File: config.mk
export PLATFORM = sky130hd
export DESIGN_NAME = lock_entry_controller
export DESIGN_NICKNAME = d
export VERILOG_FILES = /design/src/rtl/lock_entry_controller.sv
export SDC_FILE = /design/constraint.sdc
export NUM_CORES = 1
export LEC_CHECK = 0
export BUFFER_PORTS_ARGS = -buffer_cell sky130_fd_sc_hd__clkbuf_2
export CORE_MARGIN = 3
export CORE_UTILIZATION = 45
export DETAILED_ROUTE_END_ITERATION = 6
export PLACE_DENSITY_LB_ADDON = 0.12
export SYNTH_ARGS = -nofsm -noshare
export SYNTH_HDL_FRONTEND = slang
export SYNTH_SLANG_ARGS = --single-unit
File: constraint.sdc
create_clock -name clock_i -period 2.22 [get_ports clock_i]
set_input_delay 0.222 -clock clock_i [delete_from_list [all_inputs] [get_ports clock_i]]
set_output_delay 0.222 -clock clock_i [all_outputs]
set_load 0.01 [all_outputs]
File: src/rtl/lock_entry_controller.sv
`default_nettype none
// +----------------------------------------------------------------------------+
// | lock_entry_controller                                                      |
// | Turns button levels into key pulses, aborts stalled entries, and imposes   |
// | a timed lockout after repeated failed unlock attempts.                     |
// | Revision: 1.0                                                              |
// +----------------------------------------------------------------------------+
module lock_entry_controller #(
  parameter int N              = 4,
  parameter int TIMEOUT_CYCLES = 50_000_000,
  parameter int MAX_FAILS      = 3,
  parameter int LOCKOUT_CYCLES = 500_000_000,
  localparam int FW            = $clog2(MAX_FAILS + 1)
) (
  input  logic          clock_i,
  input  logic          reset_ni,
  input  logic [N-1:0]  key_i,
  input  logic          lock_error_i,
  input  logic          lock_locked_i,
  output logic [N-1:0]  key_out_o,
  output logic          lock_abort_o,
  output logic          lockout_o,
  output logic          entry_active_o,
  output logic [FW-1:0] fail_count_o
);

  localparam int MAXC = (TIMEOUT_CYCLES > LOCKOUT_CYCLES) ? TIMEOUT_CYCLES : LOCKOUT_CYCLES;
  localparam int TW   = $clog2(MAXC);

  localparam logic [TW-1:0] TO_LAST   = TW'(TIMEOUT_CYCLES - 1);
  localparam logic [TW-1:0] LO_LAST   = TW'(LOCKOUT_CYCLES - 1);
  localparam logic [FW-1:0] FAILS_MAX = FW'(MAX_FAILS);

  typedef enum logic [1:0] {
    S_IDLE    = 2'd0,
    S_PRESSED = 2'd1,
    S_ENTRY   = 2'd2,
    S_LOCKOUT = 2'd3
  } state_t;

  state_t          state_q;
  logic [TW-1:0]   timer_q;
  logic [FW-1:0]   fail_count_q;
  logic [FW-1:0]   fail_count_d;
  logic [N-1:0]    key_out_q;
  logic            lock_abort_q;
  logic            lockout_q;
  logic            entry_active_q;
  logic            lock_error_q;
  logic            lock_locked_q;
  logic            fail_evt_d;
  logic            success_evt_d;
  logic            enter_lockout_d;

  // Attempt bookkeeping: a success in the same cycle as a failure clears the count.
  always_comb begin
    fail_evt_d      = lock_error_i & ~lock_error_q & lock_locked_i;
    success_evt_d   = lock_locked_q & ~lock_locked_i;
    fail_count_d    = fail_count_q;
    if (success_evt_d) begin
      fail_count_d = '0;
    end else if (fail_evt_d && (fail_count_q != FAILS_MAX)) begin
      fail_count_d = fail_count_q + FW'(1);
    end
    enter_lockout_d = (state_q != S_LOCKOUT) && (fail_count_d == FAILS_MAX);
  end

  always_ff @(posedge clock_i) begin
    if (!reset_ni) begin
      state_q        <= S_IDLE;
      timer_q        <= '0;
      fail_count_q   <= '0;
      key_out_q      <= '0;
      lock_abort_q   <= 1'b0;
      lockout_q      <= 1'b0;
      entry_active_q <= 1'b0;
      lock_error_q   <= 1'b0;
      lock_locked_q  <= 1'b0;
    end else begin
      lock_error_q  <= lock_error_i;
      lock_locked_q <= lock_locked_i;
      key_out_q     <= '0;
      lock_abort_q  <= 1'b0;

      if (state_q == S_LOCKOUT) begin
        if (timer_q == LO_LAST) begin
          timer_q      <= '0;
          fail_count_q <= '0;
          lockout_q    <= 1'b0;
          state_q      <= (key_i != '0) ? S_PRESSED : S_IDLE;
        end else begin
          timer_q <= timer_q + TW'(1);
        end
      end else if (enter_lockout_d) begin
        fail_count_q   <= fail_count_d;
        state_q        <= S_LOCKOUT;
        lockout_q      <= 1'b1;
        lock_abort_q   <= 1'b1;
        timer_q        <= '0;
        entry_active_q <= 1'b0;
      end else begin
        fail_count_q <= fail_count_d;
        case (state_q)
          S_IDLE, S_ENTRY: begin
            if (key_i != '0) begin
              // A new press always beats an expiring entry timer.
              key_out_q      <= $onehot(key_i) ? key_i : '0;
              state_q        <= S_PRESSED;
              timer_q        <= '0;
              entry_active_q <= 1'b0;
            end else if (state_q == S_ENTRY) begin
              if (timer_q == TO_LAST) begin
                lock_abort_q   <= 1'b1;
                state_q        <= S_IDLE;
                timer_q        <= '0;
                entry_active_q <= 1'b0;
              end else begin
                timer_q <= timer_q + TW'(1);
              end
            end
          end
          S_PRESSED: begin
            if (key_i == '0) begin
              state_q        <= S_ENTRY;
              timer_q        <= '0;
              entry_active_q <= 1'b1;
            end
          end
          default: begin
            state_q <= S_IDLE;
          end
        endcase
      end
    end
  end

  assign key_out_o      = key_out_q;
  assign lock_abort_o   = lock_abort_q;
  assign lockout_o      = lockout_q;
  assign entry_active_o = entry_active_q;
  assign fail_count_o   = fail_count_q;

endmodule
`default_nettype wire

==> summary.md <==
| Metric | Value |
|---|---|
| Unique cell type count in the Yosys netlist | `between 40 and 50` |
| Die area | `5640 µm²` |
| Area Growth Syn to Fin | `28.9%` |
| Drt total wl | `5380 µm` |
| DP Cell Count | `341` |
| Hold Vio Cnt, Final | `0` |
| Initial DRC Count | `147` |
| FMAX | `between 400 and 500 MHz` |
| CP startpoint | `fail_count_o[0]` |
| Avg Cell Area, Syn | `8.55 µm²` |
| Clock Skew | `0.0108 ns` |
| RR Startpoint | `fail_count_o[0]` |
| Crit-path slowest cell | `or4_4` |
| Setup slack, reg-to-reg | `roughly 0.08 ns` |
| Final #Nets | `315` |
| Inserted Clock Buffers | `5` |
| Worst-Skew Late Latency | `0.30 ns` |
| GRT Overall Usage | `20.8%` |
| Core Region | `about 4500 µm²` |
| Clk root buf | `clkbuf_8` |
| Crit path launch type | `flop` |
| Worst setup EP type | `flop` |
| Overflow after GRT | `0` |
| Avg WL per Cell | `around 15 µm` |
| Critical setup path kind | `flop to flop` |
| Crit-path cells | `ha_1 > nand4bb_4 > buf_4 > nor3_2 > buf_4 > or4_4 > nor2_4 > o21ai_4 > buf_4 > a21oi_1` |
| DP Wirelength | `3700 µm` |
| P per Cell Area | `652 nW/µm²` |
| Vias in the first global route | `between 1500 and 2000` |
| Flops & latches, synth | `42` |
| Async S/R FF share, synth | `0%` |
| Dpl ws | `-0.155 ns` |
| CTS tree | `done` |
| Post-synth top area cell | `dfxtp_1` |
| Most frequent cells in the layout | `40 x dfxtp_1, 33 x buf_4, 31 x nor2_1` |
| Synth Cell Area | `2150 µm²` |
| # setup viols final | `0` |
| Design Area, Final | `2770 µm²` |
| Antenna Nets Post-Route | `0` |
| Mapped Nets | `265` |
| Num ports | `17` |
| Synth area leaders | `dfxtp_1 39%, xnor2_1 6.5%, nor2_1 5.4%` |
| Req. time, crit path | `2.45 ns` |
| CTS max path bufs | `2` |
| Die Wd | `75.1 µm` |
| CTS Sinks | `42` |
| CP Max Fanout | `7` |
| First-pass GRT wire length | `between 8000 and 9000 µm` |
| Final min period | `about 2.1 ns` |
| H-tree levels | `2` |
| Fill count | `slightly below 400` |
| Chip height | `approximately 75 µm` |
| Arrival time at the worst endpoint | `2.37 ns` |
| ANT cells | `0` |
| Layout cells sized above 1 | `27.5%` |
| Largest net degree at the start of global routing | `14` |
| Worst reg2reg path depth | `10` |
| Multi-input gate area | `1330 µm²` |
| DR pass1 iterations | `4` |
| Rows | `24` |
| Worst Tran Pin Value | `roughly 0.45 ns` |
| Most common cell after layout, fill and taps aside | `dfxtp_1` |
| Synth Instances | `251` |
| DR DRC count | `0` |
| Sequential cell area fraction in the yosys report | `about two fifths` |
| Crit share post-route | `96.4%` |
| Final Max Tran Viols | `0` |
| Crit path top cell by count | `buf_4` |
| Hold Crit Depth | `2` |
| Total leakage power | `around 1 nW` |
| Placed cell area | `2500 µm²` |
| Vias per inst | `roughly 5.7` |
| Setup slack after layout | `around 0.08 ns` |
| Post-synth EDFFs | `0` |
| Worst min-delay path startpoint | `lock_locked_i` |
| Synth warn | `0` |
| Starting Density | `a little under half` |
| Worst VDD drop | `388 µV` |
| Reg area | `~840 µm²` |
| Worst slew margin | `between 60% and 70%` |
| Initial antenna violation count | `0` |
| Routability cong. | `0.775` |
| Worst hold path class | `input pin to flop` |
| Run status | `finished, final reports clean` |
| Post-route insts no fill | `354` |
| Worst path max stage delay | `around 0.57 ns` |
| Core Util, Final | `around three fifths` |
| Most used DFF post-synth | `dfxtp_1` |
| Post-synth top area share | `between 30% and 40%` |
| Via Count | `2004` |
| Maxcap violations | `0` |
| WHS Endpoint | `lock_locked_q` |
| Clock transition at the registers of the reported paths | `0.09 ns` |
| Port Buffers | `16` |
| R2R Path End | `timer_q[16]` |
## worst max-delay path: cells and delay by family, from the launching register on
| kind | cells | cell delay (ns) |
|---|---|---|
| compound gates | 2 | 0.19 |
| fa+ha+maj | 1 | 0.13 |
| buf+inv | 3 | 0.44 |
| flops | 1 | 0.34 |
| simple gates | 4 | 0.97 |
## state kept, by name (all words and copies together) (netlist names), 2 cells and up
signal,flops
fail_count_o,2
key_out_o,4
state_q,2
timer_q,29
## through the flow
step                      setup TNS (ns)  total power [mW]  hold WS [ns]
after floorplan                        0             0.936         0.338
after global placement             -2.12              1.01         0.458
after detailed placement           -3.39              1.02         0.462
after CTS                              0              1.81         0.173
after global routing              -0.111              1.87         0.182
final                                  0              1.81         0.180
## logic make-up (layout without fill, tap and decap cells)
group                      Yosys count  in the layout  share of synthesized area, %
and+or+nand+nor                    138            138                          36.2
DFF                                 42             42                          39.2
xor gates and xnor gates            25             25                          10.2
AOI/OAI and AO/OA                   24             25                          7.05
buffers and inverters               16             66                          3.55
adders and majority gates            6              6                          3.85
## layer usage
metal,vias to the layer above,wire length (µm),track usage [%]
met2,39,2470,31.1
met1,950,2640,29.4
met5,-,0,0
li1,1009,-,-
met4,0,82,8.30
met3,6,189,3.87
## worst max-delay path by stage
stage,endpoint,slack [ns],cells after the start
6_report,timer_q[16],0.08,10
5_1_grt,timer_q[27],-0.03,10
4_1_cts,timer_q[25],0.02,10
3_5_place_dp,timer_q[26],-0.16,7
3_3_place_gp,timer_q[3],-0.09,6
2_1_floorplan,timer_q[20],0.02,8
## synthesized netlist by cell type (all sizes together), types with 2 or more instances
master and instances:
and2 2, nand4 14, nand2b 2, nor4 11, nor3b 2, a31oi 3, ha 5, nor2b 2
xor2 9, nand3 15, nor2 33, clkbuf 6, and3 3, nor4b 3, nor3 12, and4 2
or4 4, o21ai 9, dfxtp 42, nor4bb 4, nand4b 2, a21oi 7, nand2 22, xnor2 16
buf 3, inv 7
## layout make-up
type	count	area share, %
multi-input cells	194	48.1
well taps	52	2.35
flip-flops and latches	42	30.5
inverters	7	0.949
clock buffers	6	2.98
repair buffers	51	13.0
clock inverters	2	2.17
## report_power, final
| part | switching, mW | internal [mW] |
|---|---|---|
| combinational | 0.156 | 0.110 |
| clock | 0.279 | 0.480 |
| sequential | 0.0133 | 0.767 |
| total | 0.448 | 1.36 |
## what timing repair did
item	in CTS	in global routing
pin swaps	2	8
endpoints found under the hold margin	0	0
hold buffers	0	0
cloned	1	0
endpoints found under the setup margin	26	30
buffers inserted	3	1
gates resized for setup	6	9
(Power assumes the default switching activity.)
